## src/rtl/minimicro_pkg.sv

```systemverilog
// Shared minimicro definitions: ISA opcode constants plus the program-loader
// state machine and error-code encodings.
package minimicro_pkg;

    localparam int unsigned OPC_W = 5;

    localparam logic [OPC_W-1:0] OP_ADD  = 5'd1;
    localparam logic [OPC_W-1:0] OP_SUB  = 5'd2;
    localparam logic [OPC_W-1:0] OP_AND  = 5'd3;
    localparam logic [OPC_W-1:0] OP_OR   = 5'd4;
    localparam logic [OPC_W-1:0] OP_XOR  = 5'd5;
    localparam logic [OPC_W-1:0] OP_SLL  = 5'd6;
    localparam logic [OPC_W-1:0] OP_SRL  = 5'd7;
    localparam logic [OPC_W-1:0] OP_SRA  = 5'd8;
    localparam logic [OPC_W-1:0] OP_ADDI = 5'd9;
    localparam logic [OPC_W-1:0] OP_LUI  = 5'd10;
    localparam logic [OPC_W-1:0] OP_LW   = 5'd11;
    localparam logic [OPC_W-1:0] OP_SW   = 5'd12;
    localparam logic [OPC_W-1:0] OP_BEQ  = 5'd13;
    localparam logic [OPC_W-1:0] OP_BNE  = 5'd14;
    localparam logic [OPC_W-1:0] OP_JAL  = 5'd15;
    localparam logic [OPC_W-1:0] OP_JALR = 5'd16;
    localparam logic [OPC_W-1:0] OP_SLT  = 5'd17;
    localparam logic [OPC_W-1:0] OP_HALT = 5'd18;

    typedef enum logic [2:0] {
        ST_IDLE,
        ST_HDR0,
        ST_HDR1,
        ST_DATA,
        ST_WRITE,
        ST_CSUM,
        ST_DONE,
        ST_ERROR
    } ld_state_t;

    typedef enum logic [1:0] {
        ERR_NONE       = 2'd0,
        ERR_OVERSIZE   = 2'd1,
        ERR_BAD_OPCODE = 2'd2,
        ERR_CHECKSUM   = 2'd3
    } ld_err_t;

endpackage

```

## src/rtl/progmem_loader.sv

```systemverilog
// Program memory loader: parses a byte stream (count, words, XOR checksum),
// writes validated instruction words and holds the core in reset until done.
module progmem_loader
    import minimicro_pkg::*;
#(
    parameter int unsigned ADDR_WIDTH = 8,
    parameter int unsigned MAX_OPCODE = 18
) (
    input  logic                  clk,
    input  logic                  rst,
    input  logic                  start,
    input  logic [7:0]            in_data,
    input  logic                  in_valid,
    output logic                  in_ready,
    output logic                  mem_we,
    output logic [ADDR_WIDTH-1:0] mem_addr,
    output logic [31:0]           mem_wdata,
    output logic                  cpu_rst,
    output logic                  busy,
    output logic                  done,
    output logic                  err,
    output logic [1:0]            err_code
);

    localparam logic [32:0] CAP = 33'd1 << ADDR_WIDTH;

    ld_state_t             r_state, w_next;
    logic [15:0]           r_n;
    logic [ADDR_WIDTH-1:0] r_idx;
    logic [31:0]           r_asm;
    logic [1:0]            r_bcnt;
    logic [7:0]            r_csum;
    ld_err_t               r_code;

    logic                  w_acc;
    logic [15:0]           w_hdr_n;
    logic [31:0]           w_asm_next;
    logic                  w_oversize;
    logic                  w_bad_op;
    logic                  w_last;
    logic                  w_restart;

    assign w_acc      = in_valid & in_ready;
    assign w_hdr_n    = {in_data, r_n[7:0]};
    assign w_asm_next = {in_data, r_asm[31:8]};
    assign w_oversize = {17'd0, w_hdr_n} > CAP;
    // Opcode is checked on the assembled word so a bad word never reaches WRITE.
    assign w_bad_op   = (w_asm_next[OPC_W-1:0] == '0) ||
                        (32'(w_asm_next[OPC_W-1:0]) > MAX_OPCODE);
    assign w_last     = 32'(r_idx) == (32'(r_n) - 32'd1);
    assign w_restart  = start && (r_state == ST_IDLE || r_state == ST_DONE ||
                                  r_state == ST_ERROR);

    always_ff @(posedge clk) begin
        if (rst) r_state <= ST_IDLE;
        else     r_state <= w_next;
    end

    always_comb begin
        w_next = r_state;
        unique case (r_state)
            ST_IDLE, ST_DONE, ST_ERROR: if (start) w_next = ST_HDR0;
            ST_HDR0: if (w_acc) w_next = ST_HDR1;
            ST_HDR1: begin
                if (w_acc) begin
                    if (w_oversize)          w_next = ST_ERROR;
                    else if (w_hdr_n == '0)  w_next = ST_CSUM;
                    else                     w_next = ST_DATA;
                end
            end
            ST_DATA: begin
                if (w_acc && r_bcnt == 2'd3) w_next = w_bad_op ? ST_ERROR : ST_WRITE;
            end
            ST_WRITE: w_next = w_last ? ST_CSUM : ST_DATA;
            ST_CSUM: if (w_acc) w_next = (in_data == r_csum) ? ST_DONE : ST_ERROR;
            default: w_next = ST_IDLE;
        endcase
    end

    always_comb begin
        in_ready = 1'b0;
        busy     = 1'b0;
        mem_we   = 1'b0;
        done     = 1'b0;
        err      = 1'b0;
        cpu_rst  = 1'b1;
        unique case (r_state)
            ST_HDR0, ST_HDR1, ST_DATA, ST_CSUM: begin
                in_ready = 1'b1;
                busy     = 1'b1;
            end
            ST_WRITE: begin
                busy   = 1'b1;
                mem_we = 1'b1;
            end
            ST_DONE: begin
                done    = 1'b1;
                cpu_rst = 1'b0;
            end
            ST_ERROR: err = 1'b1;
            default: ;
        endcase
    end

    always_ff @(posedge clk) begin
        if (rst) begin
            r_n    <= '0;
            r_idx  <= '0;
            r_asm  <= '0;
            r_bcnt <= '0;
            r_csum <= '0;
            r_code <= ERR_NONE;
        end else if (w_restart) begin
            r_idx  <= '0;
            r_asm  <= '0;
            r_bcnt <= '0;
            r_csum <= '0;
            r_code <= ERR_NONE;
        end else begin
            unique case (r_state)
                ST_HDR0: if (w_acc) r_n[7:0] <= in_data;
                ST_HDR1: begin
                    if (w_acc) begin
                        r_n[15:8] <= in_data;
                        if (w_oversize) r_code <= ERR_OVERSIZE;
                    end
                end
                ST_DATA: begin
                    if (w_acc) begin
                        r_asm  <= w_asm_next;
                        r_csum <= r_csum ^ in_data;
                        r_bcnt <= r_bcnt + 2'd1;
                        if (r_bcnt == 2'd3 && w_bad_op) r_code <= ERR_BAD_OPCODE;
                    end
                end
                ST_WRITE: if (!w_last) r_idx <= r_idx + ADDR_WIDTH'(1);
                ST_CSUM: begin
                    if (w_acc && in_data != r_csum) r_code <= ERR_CHECKSUM;
                end
                default: ;
            endcase
        end
    end

    assign mem_addr  = r_idx;
    assign mem_wdata = r_asm;
    assign err_code  = r_code;

endmodule

```

## config.mk

```make
export PLATFORM = sky130hd
export DESIGN_NAME = progmem_loader
export DESIGN_NICKNAME = d
export VERILOG_FILES = /design/src/rtl/minimicro_pkg.sv /design/src/rtl/progmem_loader.sv
export SDC_FILE = /design/constraint.sdc
export NUM_CORES = 1
export LEC_CHECK = 0
export ABC_AREA = 1
export CAP_MARGIN = 20
export CORE_MARGIN = 2
export CORE_UTILIZATION = 42
export CTS_BUF_LIST = sky130_fd_sc_hd__clkbuf_4 sky130_fd_sc_hd__clkbuf_8 sky130_fd_sc_hd__clkbuf_16
export DETAILED_ROUTE_END_ITERATION = 6
export PLACE_DENSITY_LB_ADDON = 0.2
export SYNTH_ARGS = -nofsm -noshare
export SYNTH_HDL_FRONTEND = slang
export SYNTH_SLANG_ARGS = --single-unit
```

## constraint.sdc

```tcl
create_clock -name clk -period 3.9 [get_ports clk]
set_clock_uncertainty 0.2 [all_clocks]
set_input_delay 0.39 -clock clk [delete_from_list [all_inputs] [get_ports clk]]
set_output_delay 0.39 -clock clk [all_outputs]
set_load 0.005 [all_outputs]
```

# [Word-level counts from Yosys, hierarchy flattened]
# Index checks and enable logic that the tools add are counted.
[word_totals] ramBits=0 romBits=0 latch_bits=0 ff_bits=71 inputBits=12 mem_count=0 elab_cells=81
[classes] div_mod_pow=0 reduce_logical=21 n_eq_ne=20 muxes=23 magnitude_cmp=2 addsub=3 shift=0 multipliers=0 bitwise=4
[op_table] cell="8-bit by 32-bit equality test with 1-bit output" n=1
[op_table] cell="3-bit two-way mux" n=8
[op_table] cell="2-bit inequality test (second input constant)" n=9
[op_table] cell="3-bit one-hot mux with 6 select lines" n=1
[op_table] cell="16-bit by 1-bit subtractor with 17-bit output (second input constant)" n=1
[op_table] cell="16-bit by 9-bit > comparator with 1-bit output (second input constant)" n=1
[op_table] cell="16-bit zero test" n=1
[op_table] cell="3-bit equality test (second input constant)" n=4
[op_table] cell="2-bit two-way mux" n=6
[op_table] cell="8-bit by 1-bit adder with 8-bit output (second input constant)" n=1
[op_table] cell="8-bit equality test" n=1
[op_table] cell="8-bit inequality test" n=1
[op_table] cell="8-bit bitwise XOR" n=1
[op_table] cell="1-bit two-way mux" n=7
[op_table] cell="3-bit by 2-bit equality test with 1-bit output (second input constant)" n=2
[op_table] cell="2-bit one-hot mux with 3 select lines" n=1
[op_table] cell="3-bit AND reduction" n=2
[op_table] cell="6-bit AND reduction" n=1
[op_table] cell="5-bit > comparator (second input constant)" n=1
[op_table] cell="5-bit zero test" n=1
[op_table] cell="5-bit AND reduction" n=1
[op_table] cell="5-bit OR reduction" n=1
[op_table] cell="1-bit logical AND" n=4
[op_table] cell="2-bit AND reduction" n=2
[op_table] cell="11 further kinds" n=14

# [Logic depth before layout (Yosys ltp)]
# Gate-level depths: netlist (run 1).
[logic_depth] depth_word=7 ltp_mapped=16 depth_no_buf=16

# [Worst setup path before layout (run 1)]
# Ideal clock, no wire load.
[synth_timing] path_kind="reg2reg" start="register r_n[0]" end="register r_idx[1], in the netlist mem_addr[1]" period_less_slack_ns=2.032 setup_time_ns=0.116 path_buffers=0 stages_incl_launch_ff=14 path_slack_ns=1.868 required_time_ns=3.584 arrival_ns=1.716 cell_sequence="dfxtp_1 -> inv_1 -> ha_1 -> or2_2 -> nand2_1 -> nand2_1 -> nand2_1 -> nand4_1 -> nor2_2 -> nand3_2 -> nand2_4 -> inv_6 -> nor2_1 -> nor2_1"
[synth_between] elab_chain_cells=4
[synth_lines] item="start: declaration" line_no="progmem_loader.sv:28" source="logic [15:0] r_n;"
[synth_lines] item="start signal: assignment" line_no="progmem_loader.sv:121" source="ST_HDR0: if (w_acc) r_n[7:0] <= in_data;"
[synth_lines] item="16-bit by 1-bit subtractor with 17-bit output" line_no="progmem_loader.sv:50" source="assign w_last = 32'(r_idx) == (32'(r_n) - 32'd1);"
[synth_lines] item="8-bit by 32-bit equality test with 1-bit output" line_no="progmem_loader.sv:50"
[synth_lines] item="1-bit inverter (no source line)"
[synth_lines] item="2-bit AND reduction (no source line)"
[synth_lines] item="end signal: assignment" line_no="progmem_loader.sv:136" source="ST_WRITE: if (!w_last) r_idx <= r_idx + ADDR_WIDTH'(1);"
[synth_lines] item="end: declaration" line_no="progmem_loader.sv:29" source="logic [ADDR_WIDTH-1:0] r_idx;"
# Every way passes these cells.
# A chain may end at the register's enable or synchronous reset.

# [Worst setup path after layout (run 1)]
[layout_timing] start="register r_state[2]" end="output port mem_we"
[layout_between] elab_chain_cells=2
[layout_lines] item="start: declaration" line_no="progmem_loader.sv:27" source="ld_state_t r_state, w_next;"
[layout_lines] item="start signal: assignment" line_no="progmem_loader.sv:56" source="else r_state <= w_next;"
[layout_lines] item="3-bit equality test" line_no="progmem_loader.sv:87" source="unique case (r_state)"
[layout_lines] item="1-bit two-way mux" line_no="progmem_loader.sv:87"
[layout_lines] item="end: declaration" line_no="progmem_loader.sv:15" source="output logic mem_we,"
# Every way passes these cells.

==> flow_metrics.tcl, run 1 <==
set metrics [dict create \
    port_buffers 59 \
    rr_endpoint "r_csum[7]" \
    detail_route.first_pass.iterations 5 \
    final.fill_count 894 \
    cts.sinks 71 \
    drc_errors 0 \
    cts_setup_buffers 0 \
    grtUsageTotal 0.1963 \
    r2r_cells 8 \
    h-tree-depth 3 \
    antenna_found_initial 0 \
    drtIter0Drc 156 \
    ys_seq_elements 71 \
    die_y_um 99.15 \
    rr_startpoint "r_state[0]" \
    setup_viol 0 \
    netlist_top_cells_count "188 x nand2_1, 71 x dfxtp_1, 70 x a21oi_1, 56 x inv_1, 39 x nor2_1" \
    yosysTopAreaCell "dfxtp_1" \
    antenna_left 0 \
    cts_tree "built" \
    wl_per_cell_um 12.89 \
    crit_arrival_ns 2.12 \
    fin_area_mm2 0.004669 \
    avgSynthCellArea_um2 6.624 \
    ios 60 \
    hold_path_class "reg2reg" \
    synth-edff-count 0 \
    rows 34 \
    tightestPinTransition_ns 0.8541 \
    relSlewSlack 0.4298 \
    synth_area_leaders "dfxtp_1 37%, nand2_1 19%, a21oi_1 9.2%" \
    cts_buffers 9 \
    clockBufferDepth 2 \
    tns_ns 0 \
    grt_pass1_wl_mm 15.73 \
    synth_area_mm2 0.003802 \
    grt_pass1_vias 3404 \
    fmax_ghz 0.3688 \
    critPathRequiredTime_ns 3.31 \
    reg2reg_slack_ns 1.37 \
    ys_types 32 \
    clock_tree.root_cell "clkbuf_8" \
    dieArea_mm2 0.009831 \
    synthToLayoutAreaGrowth_pct 22.80 \
    cts.repair.resized 0 \
    fin_crit_sh 0.6953 \
    die-width_um 99.15 \
    nNetsFinal 642 \
    cts_hold_buf 0 \
    gr-total-overflow 0 \
    vias_per_cell 4.984 \
    holdPathStages 2 \
    rsz0062_at_grt "no" \
    synth_top_area_frac 0.3738 \
    seq_area_frac_synth 0.3738 \
    initial_utilization 0.4339 \
    hold_viol 0 \
    hp-start "mem_wdata[7]" \
    gp_congestion 0.9119 \
    place_hpwl_mm 6.909 \
    synthArstFlopShare 0 \
    end_kind "output port" \
    slew_violations 0 \
    syn-num-nets 589 \
    grt_max_degree 51 \
    min_to "mem_wdata[7]" \
    power_mw 2.650 \
    insertion_delay_ns 0.35 \
    drt_wl_total_mm 9.535 \
    yosysWarningCount 0 \
    clk_pin_slew_worst_paths_ns 0.08 \
    yosysMostFrequentCell "nand2_1" \
    cp_max_fo 7 \
    netlist_instances 574 \
    drv_cap 0 \
    diodes 0 \
    vias 3688 \
    status "finished, final reports clean" \
    drive_above_1_share 0.08703 \
    period_needed_ns 2.712 \
    synth_ff_type "dfxtp_1" \
    vdd_drop_max_v 0.0002245 \
    powerDensity_mw_per_mm2 567.6 \
    leakagePower_nw 1.878 \
    critPathKind "reg2out" \
    placed_area_mm2 0.004481 \
    core_mm2 0.008763 \
    cp-start-kind "flip-flop" \
]
## power by group
group | internal [mW] | leakage [nW] | switching (mW) | total (mW)
combinational | 0.435 | 1.22 | 0.792 | 1.23
sequential | 0.782 | 0.574 | 0.0888 | 0.871
clock | 0.273 | 0.0843 | 0.279 | 0.552
total | 1.49 | 1.88 | 1.16 | 2.65
## final cells by class
class / count / area, um^2 / area share
clock buffers: 12 / 158.9 / 0.03403
repair buffers: 61 / 625.6 / 0.1340
well taps: 108 / 135.1 / 0.02894
multi-input cells: 422 / 2061 / 0.4413
clock inverters: 4 / 30.03 / 0.006431
flip-flops and latches: 71 / 1421 / 0.3044
inverters: 62 / 237.7 / 0.05091
## layer usage
metal	part of all wire	routed length, um	track usage	up-vias
li1	-	-	-	1926
met1	0.45	4338	0.2493	1670
met2	0.46	4415	0.3181	81
met3	0.059	564	0.05271	11
met4	0.023	218	0.07798	0
met5	0	0	0	-
## critical path: stages (launching register included)
cell and delay (ns):
dfxtp_1 0.49, inv_1 0.14, nor3_1 0.52, clkdlybuf4s50_1 0.62
## layout by cell type, fill, tap and decap left out
| cell | instances |
|---|---|
| nand3_2 | 4 |
| and2_1 | 1 |
| buf_16 | 1 |
| xor2_1 | 14 |
| nor4_1 | 3 |
| nand2_2 | 6 |
| inv_1 | 56 |
| nand3_1 | 33 |
| nand2_1 | 188 |
| o21ai_0 | 22 |
| clkinvlp_4 | 4 |
| nor3_1 | 3 |
| or2_2 | 3 |
| clkdlybuf4s50_1 | 59 |
| nand2_4 | 3 |
| clkbuf_4 | 1 |
| a21oi_1 | 70 |
| o21a_1 | 1 |
| nor3_2 | 1 |
| nor2_4 | 3 |
| ha_1 | 3 |
| nor2_2 | 9 |
| o21ai_2 | 1 |
| o2111ai_1 | 1 |
| nor2_8 | 2 |
| clkinv_1 | 1 |
| dfxtp_1 | 71 |
| inv_6 | 1 |
| xnor2_1 | 6 |
| nor2_1 | 39 |
| inv_2 | 4 |
| nand4_1 | 4 |
| clkbuf_8 | 11 |
| o21ai_1 | 2 |
| buf_4 | 1 |
## cell families (layout without fill, tap and decap cells)
| kind of cell | count (synthesis) | after routing | share of synthesized area |
|---|---|---|---|
| and+or+nand+nor | 302 | 302 | 0.3557 |
| AOI/OAI and AO/OA | 97 | 97 | 0.1303 |
| buffers and inverters | 81 | 139 | 0.08423 |
| DFF | 71 | 71 | 0.3738 |
| xor gates and xnor gates | 20 | 20 | 0.04607 |
| adders and majority gates | 3 | 3 | 0.009873 |
## worst max path at each step
stage	end	start	depth (start not counted)
after detailed placement	err_code[1]	r_state[0]	8
after CTS	mem_we	r_state[2]	3
after global placement	r_bcnt[1]	in_valid	6
final	mem_we	r_state[2]	3
after floorplan	mem_addr[1]	r_n[0]	13
after global routing	mem_we	r_state[2]	3
## sequential cells by signal (all words and copies together), names as in the netlist
register   count
mem_addr       8
r_csum         8
r_state        3
r_bcnt         2
r_n           16
err_code       2
mem_wdata     32
## metrics by stage
| step | setup slack (ns) | utilization | hold WS, ns | instances |
|---|---|---|---|---|
| after floorplan | 1.868 | - | 0.2447 | 574 |
| after global routing | 1.068 | 0.5328 | 0.2859 | 740 |
| final | 1.188 | 0.5328 | 0.2643 | 740 |
| after global placement | 1.454 | 0.5081 | 0.2500 | 723 |
| after CTS | 1.184 | 0.5328 | 0.2688 | 740 |
| after detailed placement | 1.396 | 0.5113 | 0.2562 | 724 |
Note: power is estimated with default switching activity, not from simulation.
==> run 2: changes to the inputs <==
Clock period 3.9 ns to 2.5 ns, I/O delays scaled along.
==> flow_metrics.tcl, run 2 (synthesis results as in run 1) <==
set metrics [dict create \
    crit_path_start "r_state[0]" \
    r2r_cells 14 \
    place_hpwl_mm 7.095 \
    setup_viol 0 \
    gp_congestion 0.9520 \
    nNetsFinal 647 \
    dieArea_mm2 0.009831 \
    vias 3728 \
    relSlewSlack 0.7286 \
    largest_register_ffs 32 \
    slew_violations 0 \
    cts_setup_buffers 0 \
    critPathKind "reg2out" \
    h-tree-depth 3 \
    fmax_ghz 0.4274 \
    initial_utilization 0.4339 \
    final_common_cell "nand2_1" \
    cp-start-kind "flip-flop" \
    insertion_delay_ns 0.34 \
    drtIter0Drc 196 \
    powerDensity_mw_per_mm2 878.3 \
    rr_startpoint "r_n[0]" \
    holdPathStages 2 \
    wl_per_cell_um 12.87 \
    vdd_drop_max_v 0.0003706 \
    cp_max_fo 5 \
    grt_pass1_wl_mm 16.62 \
    antenna_found_initial 0 \
    rr_endpoint "mem_addr[4]" \
    clk_pin_slew_worst_paths_ns 0.08 \
    synthToLayoutAreaGrowth_pct 23.63 \
    antenna_left 0 \
    end_kind "output port" \
    grtUsageTotal 0.2053 \
    clockBufferDepth 2 \
    crit_arrival_ns 1.89 \
    clock_tree.root_cell "clkbuf_8" \
    rows 34 \
    drv_cap 0 \
    status "finished, final reports clean" \
    drt_wl_total_mm 9.588 \
    leakagePower_nw 1.904 \
    crit_end "busy" \
    core_mm2 0.008763 \
    drc_errors 0 \
    vias_per_cell 5.004 \
    detail_route.first_pass.iterations 5 \
    die_y_um 99.15 \
    cts_buffers 9 \
    hold_viol 0 \
    layout_common_cells "188 x nand2_1, 71 x dfxtp_1, 70 x a21oi_1" \
    cts.repair.resized 0 \
    tightestPinTransition_ns 0.4071 \
    port_buffers 59 \
    gr-total-overflow 0 \
    grt_max_degree 51 \
    diodes 0 \
    hold_path_class "reg2reg" \
    cts_tree "built" \
    critPathRequiredTime_ns 2.05 \
    reg2reg_slack_ns 0.25 \
    grt_pass1_vias 3650 \
    fin_crit_sh 0.9358 \
    tns_ns 0 \
    cts_hold_buf 0 \
    rsz0062_at_grt "no" \
    die-width_um 99.15 \
    hold_slack_ns 0.2662 \
    period_needed_ns 2.339 \
    cts.sinks 71 \
    ios 60 \
    drive_above_1_share 0.09419 \
]
-- run 2: cell types whose count changed in the layout (fill, tap and decap cells not counted) --
cell,change
clkinv_2,+1
inv_6,+1
clkinvlp_4,-2
clkbuf_8,-2
buf_12,+2
clkinv_4,+2
buf_4,+4
buf_16,-1
-- run 2: layout make-up --
cell class	instances	area [um^2]
fillers	872	4063
multi-input cells	422	2061
flip-flops and latches	71	1421
repair buffers	66	668.1
inverters	62	237.7
well taps	108	135.1
clock buffers	10	131.4
clock inverters	6	46.29
-- run 2: worst min path at each step --
| stage | start | slack, ns | end |
|---|---|---|---|
| finish | mem_wdata[1] | 0.27 | mem_wdata[1] |
| global route | mem_wdata[3] | 0.30 | mem_wdata[3] |
| CTS | mem_wdata[1] | 0.27 | mem_wdata[1] |
| detailed placement | mem_wdata[1] | 0.26 | mem_wdata[1] |
| global placement | mem_wdata[5] | 0.25 | mem_wdata[5] |
| floorplan | rst | 0.12 | r_state[1] |
-- run 2: power by group --
part	switching [mW]	leakage [nW]	internal [mW]
logic	1.24	1.24	0.709
clock network	0.444	0.0863	0.376
registers	0.144	0.574	1.22
total	1.82	1.90	2.31
-- run 2: layer usage --
metal	track usage	part of all wire	vias to the layer above
met1	0.2778	0.46	1704
li1	-	-	1927
met3	0.03935	0.052	12
met2	0.3321	0.47	85
met4	0.06533	0.015	0
met5	0	0	-
-- run 2: worst max-delay path: stages (launching register included) --
cell and delay, ns:
dfxtp_1 0.41, inv_1 0.11, nor2_1 0.18, inv_1 0.13, o21ai_2 0.10, nor2_1 0.08
inv_1 0.06, clkdlybuf4s50_1 0.49
-- run 2: per-stage QoR --
step             util  worst slack [ns]  instances  total power [mW]  area, um^2
4_1_cts        0.5364            0.1626        745             4.155        4701
3_3_place_gp   0.5161            0.3431        729             3.288        4523
6_report       0.5364            0.1605        745             4.129        4701
2_1_floorplan       -            0.4683        574             2.876        3802
3_5_place_dp   0.5161            0.2720        729             3.327        4523
5_1_grt        0.5364           0.01260        745             4.507        4701
==> run 3: changes to the inputs <==
Settings changed: ABC_CLOCK_PERIOD_IN_PS set to 2500, SLEW_MARGIN set to 0.
==> results of run 3 <==
Final layout, timing and power as in run 2 (identical DEF).
